--- config.mk ---
export PLATFORM = sky130hd
export DESIGN_NAME = joy_sega_flat
export DESIGN_NICKNAME = d
export VERILOG_FILES = /design/src/rtl/joy_sega_if.sv /design/src/rtl/joy_sega.sv /design/src/flat_wrapper.sv
export SDC_FILE = /design/constraint.sdc
export NUM_CORES = 1
export LEC_CHECK = 0
export BUFFER_PORTS_ARGS = -buffer_cell sky130_fd_sc_hd__clkbuf_2
export CORE_UTILIZATION = 40
export CTS_CLUSTER_SIZE = 16
export DETAILED_ROUTE_END_ITERATION = 16
export RECOVER_POWER = 50
export SLEW_MARGIN = 15
export SYNTH_ARGS = -nofsm -noshare
export SYNTH_HDL_FRONTEND = slang
export SYNTH_SLANG_ARGS = --single-unit
--- constraint.sdc ---
create_clock -name clock -period 3.25 [get_ports clock]
set_input_delay 0.65 -clock clock [delete_from_list [all_inputs] [get_ports clock]]
set_output_delay 0.65 -clock clock [all_outputs]
set_load 0.02 [all_outputs]
--- src/rtl/joy_sega_if.sv ---
// Signals between the Sega pad reader, the pad connectors and the console core.
// One instance carries every port of one reader.
interface joy_sega_if #(
  parameter int unsigned CH = 2
);
  logic [6*CH-1:0]  pad_d;
  logic [CH-1:0]    pad_sel;
  logic [12*CH-1:0] joy;
  logic [CH-1:0]    six_btn;
  logic [CH-1:0]    present;
  logic             scan_done;

  modport master (
    input  pad_d,
    output pad_sel, joy, six_btn, present, scan_done
  );

  modport slave (
    output pad_d,
    input  pad_sel, joy, six_btn, present, scan_done
  );
endinterface

--- src/rtl/joy_sega.sv ---
// Multi-port Sega Mega Drive pad reader: 8-step select scan plus idle gap,
// 3/6-button and presence detection, optional two-scan debounce.
module joy_sega #(
  parameter int unsigned CH         = 2,
  parameter int unsigned PHASE_CLKS = 500,
  parameter int unsigned IDLE_STEPS = 84,
  parameter int unsigned DEBOUNCE   = 1
) (
  input  logic       clock,
  input  logic       reset,
  joy_sega_if.master bus
);
  localparam int unsigned    PhW       = $clog2(PHASE_CLKS);
  localparam int unsigned    StepMax   = (IDLE_STEPS > 8) ? IDLE_STEPS : 8;
  localparam int unsigned    StW       = $clog2(StepMax);
  localparam logic [PhW-1:0] PhaseLast = PhW'(PHASE_CLKS - 1);
  localparam logic [StW-1:0] IdleLast  = StW'(IDLE_STEPS - 1);
  localparam logic [StW-1:0] ScanLast  = StW'(7);

  typedef enum logic [0:0] {StIdle, StScan} state_e;

  state_e              state_q, state_d;
  logic [PhW-1:0]      phase_q, phase_d;
  logic [StW-1:0]      step_q, step_d;
  logic [CH-1:0]       sel_q, sel_d;
  logic [6*CH-1:0]     sync1_q, sync2_q;
  logic [CH-1:0][5:0]  pin;
  logic [CH-1:0][11:0] raw_word_q, raw_word_d;
  logic [CH-1:0]       raw_six_q, raw_six_d;
  logic [CH-1:0]       raw_pres_q, raw_pres_d;
  logic [CH-1:0][13:0] prev_q, prev_d, cand;
  logic [CH-1:0][11:0] joy_q, joy_d;
  logic [CH-1:0]       six_q, six_d;
  logic [CH-1:0]       pres_q, pres_d;
  logic                done_q, done_d;
  logic                step_end;

  // Pins are active-low; 1 here means the pin is pulled low by the pad.
  assign pin      = ~sync2_q;
  assign step_end = (phase_q == PhaseLast);

  // Scan result as compared and committed: {present, six, word}.
  always_comb begin
    cand = '0;
    for (int c = 0; c < CH; c++) begin
      if (raw_pres_q[c]) begin
        cand[c] = {1'b1, raw_six_q[c], raw_six_q[c] ? raw_word_q[c][11:8] : 4'h0,
                   raw_word_q[c][7:0]};
      end
    end
  end

  always_comb begin
    state_d    = state_q;
    step_d     = step_q;
    sel_d      = sel_q;
    phase_d    = step_end ? '0 : phase_q + 1'b1;
    raw_word_d = raw_word_q;
    raw_six_d  = raw_six_q;
    raw_pres_d = raw_pres_q;
    prev_d     = prev_q;
    joy_d      = joy_q;
    six_d      = six_q;
    pres_d     = pres_q;
    done_d     = 1'b0;
    if (step_end) begin
      unique case (state_q)
        StIdle: begin
          sel_d = '1;
          if (step_q == IdleLast) begin
            state_d = StScan;
            step_d  = '0;
          end else begin
            step_d = step_q + 1'b1;
          end
        end
        StScan: begin
          // Next step's level: even steps high, odd steps low, idle high.
          sel_d  = {CH{step_q[0]}};
          step_d = step_q + 1'b1;
          for (int c = 0; c < CH; c++) begin
            case (step_q)
              StW'(0): raw_word_d[c] = {4'h0, pin[c][3:0], 1'b0, pin[c][5], 1'b0, pin[c][4]};
              StW'(1): begin
                raw_word_d[c][1] = pin[c][4];
                raw_word_d[c][3] = pin[c][5];
                raw_pres_d[c]    = pin[c][2] & pin[c][3];
              end
              StW'(5): raw_six_d[c] = &pin[c][3:0];
              StW'(6): begin
                if (raw_six_q[c]) begin
                  raw_word_d[c][11:8] = {pin[c][2], pin[c][1], pin[c][0], pin[c][3]};
                end
              end
              default: ;
            endcase
          end
          if (step_q == ScanLast) begin
            state_d = StIdle;
            step_d  = '0;
            done_d  = 1'b1;
            for (int c = 0; c < CH; c++) begin
              if (DEBOUNCE == 0 || cand[c] == prev_q[c]) begin
                {pres_d[c], six_d[c], joy_d[c]} = cand[c];
              end
              prev_d[c] = cand[c];
            end
          end
        end
      endcase
    end
  end

  always_ff @(posedge clock) begin
    if (reset) begin
      state_q    <= StIdle;
      phase_q    <= '0;
      step_q     <= '0;
      sel_q      <= '1;
      sync1_q    <= '1;
      sync2_q    <= '1;
      raw_word_q <= '0;
      raw_six_q  <= '0;
      raw_pres_q <= '0;
      prev_q     <= '0;
      joy_q      <= '0;
      six_q      <= '0;
      pres_q     <= '0;
      done_q     <= 1'b0;
    end else begin
      state_q    <= state_d;
      phase_q    <= phase_d;
      step_q     <= step_d;
      sel_q      <= sel_d;
      sync1_q    <= bus.pad_d;
      sync2_q    <= sync1_q;
      raw_word_q <= raw_word_d;
      raw_six_q  <= raw_six_d;
      raw_pres_q <= raw_pres_d;
      prev_q     <= prev_d;
      joy_q      <= joy_d;
      six_q      <= six_d;
      pres_q     <= pres_d;
      done_q     <= done_d;
    end
  end

  assign bus.pad_sel   = sel_q;
  assign bus.joy       = joy_q;
  assign bus.six_btn   = six_q;
  assign bus.present   = pres_q;
  assign bus.scan_done = done_q;

endmodule

--- src/flat_wrapper.sv ---
// flat-port wrapper written by rule: the top's interface ports become plain ports
module joy_sega_flat 
#(
  parameter int unsigned CH         = 2,
  parameter int unsigned PHASE_CLKS = 500,
  parameter int unsigned IDLE_STEPS = 84,
  parameter int unsigned DEBOUNCE   = 1
)
  (clock, reset, bus_pad_d, bus_pad_sel, bus_joy, bus_six_btn, bus_present, bus_scan_done);
  joy_sega_if #(.CH(CH)) bus_i ();
  input  logic clock;
  input  logic reset;
  input wire logic [$bits(bus_i.pad_d)-1:0] bus_pad_d;
  output wire logic [$bits(bus_i.pad_sel)-1:0] bus_pad_sel;
  output wire logic [$bits(bus_i.joy)-1:0] bus_joy;
  output wire logic [$bits(bus_i.six_btn)-1:0] bus_six_btn;
  output wire logic [$bits(bus_i.present)-1:0] bus_present;
  output wire logic [$bits(bus_i.scan_done)-1:0] bus_scan_done;
  assign bus_i.pad_d = bus_pad_d;
  assign bus_pad_sel = bus_i.pad_sel;
  assign bus_joy = bus_i.joy;
  assign bus_six_btn = bus_i.six_btn;
  assign bus_present = bus_i.present;
  assign bus_scan_done = bus_i.scan_done;
  joy_sega #(.CH(CH), .PHASE_CLKS(PHASE_CLKS), .IDLE_STEPS(IDLE_STEPS), .DEBOUNCE(DEBOUNCE)) u_core (.clock(clock), .reset(reset), .bus(bus_i));
endmodule
==> run metrics, run 1 <==
critical path startpoint u_core.step_q[0]; R2R setup slack between 0.5 and 0.6 ns; Final Setup Violations 0; Static Leak 0.00232 uW; die width 119 um; CP arrival 3.05 ns; Worst Slack Setup Final 0.503 ns; worst r2r path cells 7; reg2reg start u_core.step_q[0]; DR pass1 iterations 5; final count of hold timing violations 0; Yosys cell types 56; Final period util 84.5%; row cnt 42; clock sinks 127; Final Skew around 0.0078 ns; combinational power share around 1.6%; Setup crit end u_core.bus.joy[12]; post-CTS resize count 0; Setup TNS 0 ns; CP required 3.55 ns; largest net degree at the start of global routing 89; layout cells sized above 1 13.7%; drt initial violations ~240; async set-reset flop share out of synthesis 0%; Root Driver clkbuf_16; gr ovfl total 0; post-synthesis sequential area ratio 46.1%; worst vdd ir 373 uV; Clk pin slew, worst setup/hold paths 0.05 ns; final WL 11.8 mm; H-tree depth 4; Int Pwr 3120 uW; Multi-input gate area between 2000 and 3000 um^2; prevailing post-synth register cell dfxtp_1; most common cell after layout, fill and taps aside dfxtp_1; global-route wire length before repair 20.0 mm; Avg Inst Size Synth about 9.0 um^2; status complete, no violations; via count 4,372; Detail Route Antenna Nets 0; hold wc startpoint u_core.sync1_q[11]; fill count 1,279; Min-Delay Path Class reg -> reg; DP Worst Slack 0.516 ns; Max Fclk about 0.36 GHz; Total GRT Usage 17.9%; Cells after Synth 616; CTS Buf Count 17; RSZ-0062 raised after global routing no; area occupied by registers 2540 um^2; clk buf depth 2; commonest non-fill, non-tap cells in the layout 127 x dfxtp_1, 58 x nor2_1, 45 x nand2_1, 45 x a21oi_1; #FFs+latches synth 127; reg-to-reg endpoint u_core.bus.joy[12]; Worst-Margin Slew ~1.5 ns; DRC 0; Setup crit start kind flop; die height 119 um; later-pin clock latency in the skew report 0.42 ns; HPWL after detailed placement 7.83 mm; Reg power frac between 40% and 50%; nets 668; via-per-instance ratio 5.22; Clock Power Share around 57%; die area 14,300 um^2; Post-synth EDFFs 0; final core utilization 48.7%; Power Density 590 nW/um^2; Setup Buffers After CTS 0; Setup CP Type reg -> reg; I/O pin count 45; I/O Buffers 44; Max Cap Violations 0; vias in the first global route 4,077; ranking of synthesized cells by area dfxtp_1 46%, mux2i_1 4.5%, a21oi_1 4.1%; synthesis warning total 0; syn_nets 635; CTS tree built; final weighted congestion in routability-driven placement between 0.7 and 0.8; minimum clock period 2.75 ns; Switching Share 18.6%; critical path endpoint category flop; synthesized cell area about 5500 um^2; CORE AREA 13,300 um^2; peak fanout along the critical path 12; drt wl/cell between 10 and 15 um; fin. max-slew vios 0; Synth top area share between 40% and 50%; Starting Density 41.3%; sw power 713 uW; max_slew headroom 1.77%; initial antenna violation count 0; area grow syn2layout 17.9%; ANT cells 0; area leader, netlist dfxtp_1; Hold Buf Count CTS 0
## layer usage
| metal | global-route usage (%) | share of wire, % | vias up |
|---|---|---|---|
| li1 | - | - | 2207 |
| met3 | 4.93 | 5.9 | 22 |
| met1 | 24.3 | 49 | 2027 |
| met5 | 0 | 0 | - |
| met4 | 8.59 | 2.1 | 0 |
| met2 | 26.2 | 43 | 116 |
## critical path, cell delays in order, from the launching register on
cell      delay [ns]
dfxtp_1         0.46
ha_1            0.28
and3_1          0.24
nand4_2         0.37
a311oi_1        0.42
nand4_2         0.41
buf_4           0.31
mux2i_1         0.12
## worst min path at each step
stage | endpoint | slack [ns] | cells after the start
detailed placement | u_core.sync2_q[10] | 0.39 | 1
global route | u_core.sync1_q[8] | 0.39 | 2
floorplan | u_core.sync2_q[0] | 0.39 | 1
finish | u_core.sync2_q[11] | 0.40 | 1
CTS | u_core.sync1_q[3] | 0.39 | 2
global placement | u_core.sync2_q[11] | 0.40 | 1
## per-stage QoR
stage | instances | total power, uW | hold WS [ns] | cell area, um^2
after global placement | 806 | 1680 | 0.397 | 5860
final | 838 | 3830 | 0.402 | 6500
after floorplan | 616 | 1660 | 0.389 | 5510
after detailed placement | 806 | 1680 | 0.392 | 5860
after global routing | 838 | 3970 | 0.394 | 6500
after CTS | 838 | 3880 | 0.391 | 6550
## flip-flops by register name (all words and copies together) (netlist names), 7 cells and up
name and cells:
u_core.sync2_q 12, u_core.phase_q 9, u_core.step_q 7, u_core.bus.joy 24
u_core.raw_word_q 24, u_core.sync1_q 12, u_core.prev_q 28
## power by group through the flow
stage	combinational, uW	sequential, uW	clock [uW]
after floorplan	45.6	1610	0
after global placement	62.8	1620	0
after detailed placement	63.3	1620	0
after CTS	63.3	1580	2230
after global routing	69.2	1590	2320
final	61.1	1590	2190
## Yosys cell counts, types with 2 or more instances
cell type and count:
inv_1 9, xor2_1 7, or2_0 4, o21bai_1 2, o2111a_1 3, mux2_2 5, and3_1 3, nor2_1 58
o21ai_0 14, nor2b_1 12, nand2_1 45, xnor2_1 13, nand4_2 2, or4_1 9, buf_2 3, a21oi_1 45
nand3b_1 21, nand4b_1 4, ha_1 5, nor4bb_1 2, buf_1 3, nor4_1 4, a22o_1 2, nor3_1 7
buf_4 3, mux2i_1 25, nand3_1 35, nand2b_1 33, or3_1 3, nand4_1 12, or2_2 25, clkbuf_1 31
and2_1 5, a311oi_1 2, dfxtp_1 127, a211oi_1 13
## cell type report
class	instances	share of cell area, %
Multi-Input combinational cell	439	42.5
Tap cell	176	3.39
Clock buffer	22	7.45
Inverter	9	0.520
Clock inverter	10	3.16
Sequential cell	127	39.1
Timing Repair Buffer	55	3.89
## logic make-up after synthesis
family | Yosys count | synth area share, %
compound gates | 95 | 11.3
simple gates | 289 | 28.9
xor+xnor | 20 | 3.18
mux | 30 | 5.56
buf+inv | 50 | 3.81
fa+ha+maj | 5 | 1.13
flops | 127 | 46.1
Power figures use the tool's default switching activity.
==> run 2: changes to the inputs <==
==> constraint.sdc (replaced) <==
create_clock -name clock -period 2.2 [get_ports clock]
set_input_delay 0.44 -clock clock [delete_from_list [all_inputs] [get_ports clock]]
set_output_delay 0.44 -clock clock [all_outputs]
set_load 0.02 [all_outputs]
==> run 2 against run 1 <==
  * Routed wire length down 0.51%
  * Die area unchanged
  * Clock-buffer cell count down 5
  * Flip-flop and latch count unchanged
  * Largest cell class unchanged
  * Highest routed layer unchanged
==> run metrics, run 2 (same netlist as run 1, synthesis figures left out) <==
status complete, no violations; via-per-instance ratio 5.07 (-2.8%); Total GRT Usage 17.0% (-0.93 points); H-tree depth 4 (unchanged); Detail Route Antenna Nets 0 (unchanged); critical path endpoint category flop; ANT cells 0 (unchanged); Total Power 5180 uW (+35%); max reg flops 28 (unchanged); clk buf depth 2 (unchanged); final weighted congestion in routability-driven placement 0.801 (+3.6%); clock sinks 127 (unchanged); Setup crit start kind flop; max_slew headroom 31.5% (+30 points); I/O pin count 45 (unchanged); most common cell after layout, fill and taps aside dfxtp_1; Setup TNS 0 ns (unchanged); Worst-Margin Slew 1.03 ns (-0.445 ns); worst r2r path cells 7 (unchanged); commonest non-fill, non-tap cells in the layout 123 x dfxtp_1, 58 x nor2_1, 45 x nand2_1, 45 x a21oi_1, 35 x nand3_1; Min-Delay Path Class in -> reg; Final Skew 0.0125 ns (+0.00470 ns); Starting Density 41.3% (unchanged); drt wl/cell 13.6 um (-3.3%); DRC 0 (unchanged); later-pin clock latency in the skew report 0.42 ns (about the same); peak fanout along the critical path 8 (-4); Clk pin slew, worst setup/hold paths 0.06 ns (about the same); nets 692 (+3.6%); CTS Buf Count 17 (unchanged); minimum clock period 2.09 ns (-0.661 ns); initial antenna violation count 0 (unchanged); via count 4,371 (-0.023%); largest net degree at the start of global routing 67 (-25%); hold path depth 2 (+1); area grow syn2layout 20.4%; Final period util 94.8% (+10 points); die height 119 um (unchanged); drt initial violations 334 (+41%); fin. max-slew vios 0 (unchanged); Max Cap Violations 0 (unchanged); vias in the first global route 4,030 (-1.2%); gr ovfl total 0 (unchanged); Power Density 780 nW/um^2 (+32%); Most flops, register u_core.prev_q; CTS tree built; Max Fclk 0.480 GHz (+32%); layout cells sized above 1 17.8% (+4.0 points); CP required 2.55 ns (-1.00 ns); row cnt 42 (unchanged); I/O Buffers 44 (unchanged); die area 14,300 um^2 (unchanged); worst-case hold slack 0.204 ns (-0.199 ns); HPWL after detailed placement 8.03 mm (+2.6%); CP arrival 2.43 ns (-0.62 ns); die width 119 um (unchanged); Static Leak 0.00237 uW (+2.3%); DR pass1 iterations 4 (-1); CORE AREA 13,300 um^2 (unchanged); Final Setup Violations 0 (unchanged); Setup CP Type reg -> reg; worst vdd ir 511 uV (+37%); global-route wire length before repair 19.3 mm (-3.6%); final WL 11.7 mm (-0.51%); final count of hold timing violations 0 (unchanged); Root Driver clkbuf_16
==> run 2: cell count changes in the layout (fill, tap and decap cells not counted), moves of 2 or more <==
cell,change
buf_4,+20
buf_6,+3
bufinv_16,-4
clkbuf_8,-4
clkinv_2,-2
clkinv_4,+2
clkinvlp_4,+6
dfxtp_1,-4
dfxtp_2,+4
inv_6,+3
==> run 2: layout make-up <==
class / count / area (um^2)
clock inverter: 15 / 164
sequential: 127 / 2550
clock buffer: 17 / 425
inverter: 9 / 33.8
fill: 1248 / 6710
timing repair buffer: 79 / 457
multi-input combinational: 439 / 2790
tap: 176 / 220
==> run 2: repair_timing <==
item / 4_1_cts / 5_1_grt
resized for setup: 1 / 10
endpoints found under the setup margin: 11 / 41
pin swaps: 0 / 4
hold buffers: 0 / 0
setup buffers: 0 / 9
==> run 2: final timing paths <==
check | slack [ns] | end | from
worst max register to register | 0.11 | u_core.raw_word_q[21] | u_core.step_q[4]
worst min register to register | 0.40 | u_core.sync2_q[5] | u_core.sync1_q[5]
worst min-delay path | 0.20 | u_core.sync1_q[2] | bus_pad_d[2]
worst max-delay path | 0.11 | u_core.raw_word_q[21] | u_core.step_q[4]
==> run 2: metrics by stage <==
| step | setup WS, ns | utilization (%) | std cells | area [um^2] |
|---|---|---|---|---|
| final | 0.115 | 49.7 | 862 | 6640 |
| after global routing | -0.00860 | 49.7 | 862 | 6640 |
| after CTS | 0.00730 | 49.3 | 853 | 6580 |
| after detailed placement | -0.0330 | 44.9 | 821 | 5990 |
| after global placement | 0.0607 | 44.9 | 821 | 5990 |
| after floorplan | 0.146 | - | 616 | 5510 |
==> run 2: power by group <==
group          switching, uW  total, uW  leakage [uW]  internal [uW]
clock network           1060       2740      0.000261           1680
registers               15.7       2340       0.00103           2330
logic                   50.5       96.9       0.00108           46.4
total                   1130       5180       0.00237           4050
==> run 2: per-layer routing <==
metal / wire length (um) / track usage [%]
met5: 0 / 0
met3: 502 / 5.22
met1: 6070 / 23.5
met2: 5050 / 25.0
met4: 69 / 5.63
==> run 2: worst max-delay path, cell delays in order (launching register included) <==
cell,delay [ns]
dfxtp_1,0.36
nor4_4,0.30
buf_4,0.19
nand3_2,0.09
o32a_4,0.39
buf_4,0.16
or4_1,0.40
a21oi_1,0.14
==> run 3: changes to the inputs <==
--- a/config.mk
+++ b/config.mk
@@ -6,10 +6,15 @@
 export NUM_CORES = 1
 export LEC_CHECK = 0
 export BUFFER_PORTS_ARGS = -buffer_cell sky130_fd_sc_hd__clkbuf_2
+export CELL_PAD_IN_SITES_DETAIL_PLACEMENT = 1
+export CELL_PAD_IN_SITES_GLOBAL_PLACEMENT = 1
 export CORE_UTILIZATION = 40
 export CTS_CLUSTER_SIZE = 16
 export DETAILED_ROUTE_END_ITERATION = 16
+export GPL_TIMING_DRIVEN = 1
+export PLACE_DENSITY_LB_ADDON = 0.1
 export RECOVER_POWER = 50
+export SKIP_LAST_GASP = 1
 export SLEW_MARGIN = 15
 export SYNTH_ARGS = -nofsm -noshare
 export SYNTH_HDL_FRONTEND = slang
==> run 3 against run 2 <==
  * Clock power rose by 8.8%
  * Clock-buffer cell count is 3 higher
  * Largest power group unchanged
  * Critical path type unchanged
  * Die area unchanged
  * Non-clock buffer count unchanged
  * Critical endpoint is now u_core.raw_word_q[9]
==> run metrics, run 3 (same netlist as run 1, synthesis figures left out) <==
Max Cap Violations 0 (unchanged); CP arrival 2.44 ns (about the same); via-per-instance ratio 5.26 (+3.6%); commonest non-fill, non-tap cells in the layout 126 x dfxtp_1, 58 x nor2_1, 45 x a21oi_1; Setup CP Type reg -> reg; status complete, no violations; CTS tree built; hold path depth 2 (unchanged); via count 4,530 (+3.6%); I/O Buffers 44 (unchanged); DR pass1 iterations 5 (+1); Worst-Margin Slew 0.877 ns (-0.152 ns); later-pin clock latency in the skew report 0.42 ns (about the same); placed cell area 6040 um^2 (+0.88%); Starting Density 41.3% (unchanged); worst r2r path cells 6 (-1); Root Driver clkbuf_16; Hold Buf Count CTS 0 (unchanged); max reg flops 28 (unchanged); nets 692 (unchanged); Max Fclk 0.477 GHz (-0.52%); R2R setup slack 0.10 ns (about the same); Static Leak 0.00242 uW (+1.9%); die width 119 um (unchanged); final count of hold timing violations 0 (unchanged); CP required 2.54 ns (about the same); gr ovfl total 0 (unchanged); clock sinks 127 (unchanged); peak fanout along the critical path 14 (+6); ANT cells 0 (unchanged); worst-case hold slack 0.203 ns (-0.000369 ns); Most flops, register u_core.prev_q; final weighted congestion in routability-driven placement 0.778 (-2.9%); critical path endpoint category flop; area grow syn2layout 20.7%; initial antenna violation count 0 (unchanged); Final Skew 0.00652 ns (-0.00602 ns); minimum clock period 2.10 ns (+0.0110 ns); die height 119 um (unchanged); CORE AREA 13,300 um^2 (unchanged); CTS Buf Count 17 (unchanged); clk buf depth 2 (unchanged); Clk pin slew, worst setup/hold paths 0.06 ns (about the same); worst vdd ir 491 uV (-3.8%); Power Density 815 nW/um^2 (+4.5%); DP Worst Slack 0.0376 ns (+0.0706 ns); global-route wire length before repair 22.9 mm (+19%); Final Setup Violations 0 (unchanged); H-tree depth 4 (unchanged); vias in the first global route 4,512 (+12%); Worst Hold Endpoint u_core.sync1_q[4]; Worst Slack Setup Final 0.104 ns (-0.0110 ns); max_slew headroom 41.6% (+10 points); most common cell after layout, fill and taps aside dfxtp_1; Setup crit start kind flop; DRC 0 (unchanged); Detail Route Antenna Nets 0 (unchanged); I/O pin count 45 (unchanged); Min-Delay Path Class in -> reg; fill count 1,576 (+26%); reg-to-reg endpoint u_core.raw_word_q[9]; reg2reg start u_core.phase_q[0]; RSZ-0062 raised after global routing yes; Total Power 5420 uW (+4.7%); row cnt 42 (unchanged); drt wl/cell 16.0 um (+18%); drt initial violations 209 (-37%); final instance area 6660 um^2 (+0.28%); Final period util 95.3% (+0.50 points); hold wc startpoint bus_pad_d[4]; Total GRT Usage 20.5% (+3.5 points); HPWL after detailed placement 9.58 mm (+19%); final WL 13.8 mm (+18%); die area 14,300 um^2 (unchanged); layout cells sized above 1 17.6% (-0.15 points); fin. max-slew vios 0 (unchanged); largest net degree at the start of global routing 52 (-22%)
[run 3: report_power, final]
group	leakage [uW]	switching [uW]	internal [uW]
clock	0.000293	1050	1930
sequential	0.00103	15.7	2330
combinational	0.00110	52.9	45.5
total	0.00242	1120	4300
[run 3: what timing repair did]
item                                    4_1_cts  5_1_grt
endpoints found under the setup margin        0       36
gates resized for setup                       0        5
buffers inserted                              0        2
[run 3: worst max-delay path, cell delays in order (launching register included)]
cell and delay [ns]:
dfxtp_1 0.37, ha_1 0.18, and4bb_2 0.33, nand2_2 0.12
o32a_4 0.40, or4_1 0.48, a21oi_1 0.15
[run 3: final cells by class]
cell class                      instances  area [um^2]  area share, %
Clock buffer                           20          447           6.71
Clock inverter                         12          185           2.78
Inverter                                9         33.8          0.508
Multi-Input combinational cell        439         2780           41.8
Sequential cell                       127         2540           38.2
Tap cell                              176          220           3.31
Timing Repair Buffer                   79          442           6.64
[run 3: worst max path at each step]
stage,startpoint,to,slack (ns),depth (start not counted)
finish,u_core.phase_q[0],u_core.raw_word_q[9],0.10,6
CTS,u_core.phase_q[0],u_core.raw_word_q[9],0.03,6
detailed placement,u_core.phase_q[0],u_core.bus.joy[12],0.04,7
global placement,u_core.phase_q[0],u_core.bus.joy[16],0.11,7
floorplan,u_core.phase_q[0],u_core.raw_word_q[21],0.15,7
global route,u_core.phase_q[0],u_core.bus.joy[5],-0.04,7
[run 3: layer usage]
metal	routed length [um]	GRT usage, %	vias up
li1	-	-	2259
met1	6800	26.9	2190
met2	6400	32.9	67
met3	417	4.60	14
met4	151	7.81	0
met5	0	0	-
[run 3: through the flow]
stage | std cells | setup TNS (ns) | utilization, %
2_1_floorplan | 616 | 0 | -
3_3_place_gp | 828 | 0 | 45.3
3_5_place_dp | 828 | 0 | 45.3
4_1_cts | 860 | 0 | 50.0
5_1_grt | 862 | -0.368 | 49.9
6_report | 862 | 0 | 49.9
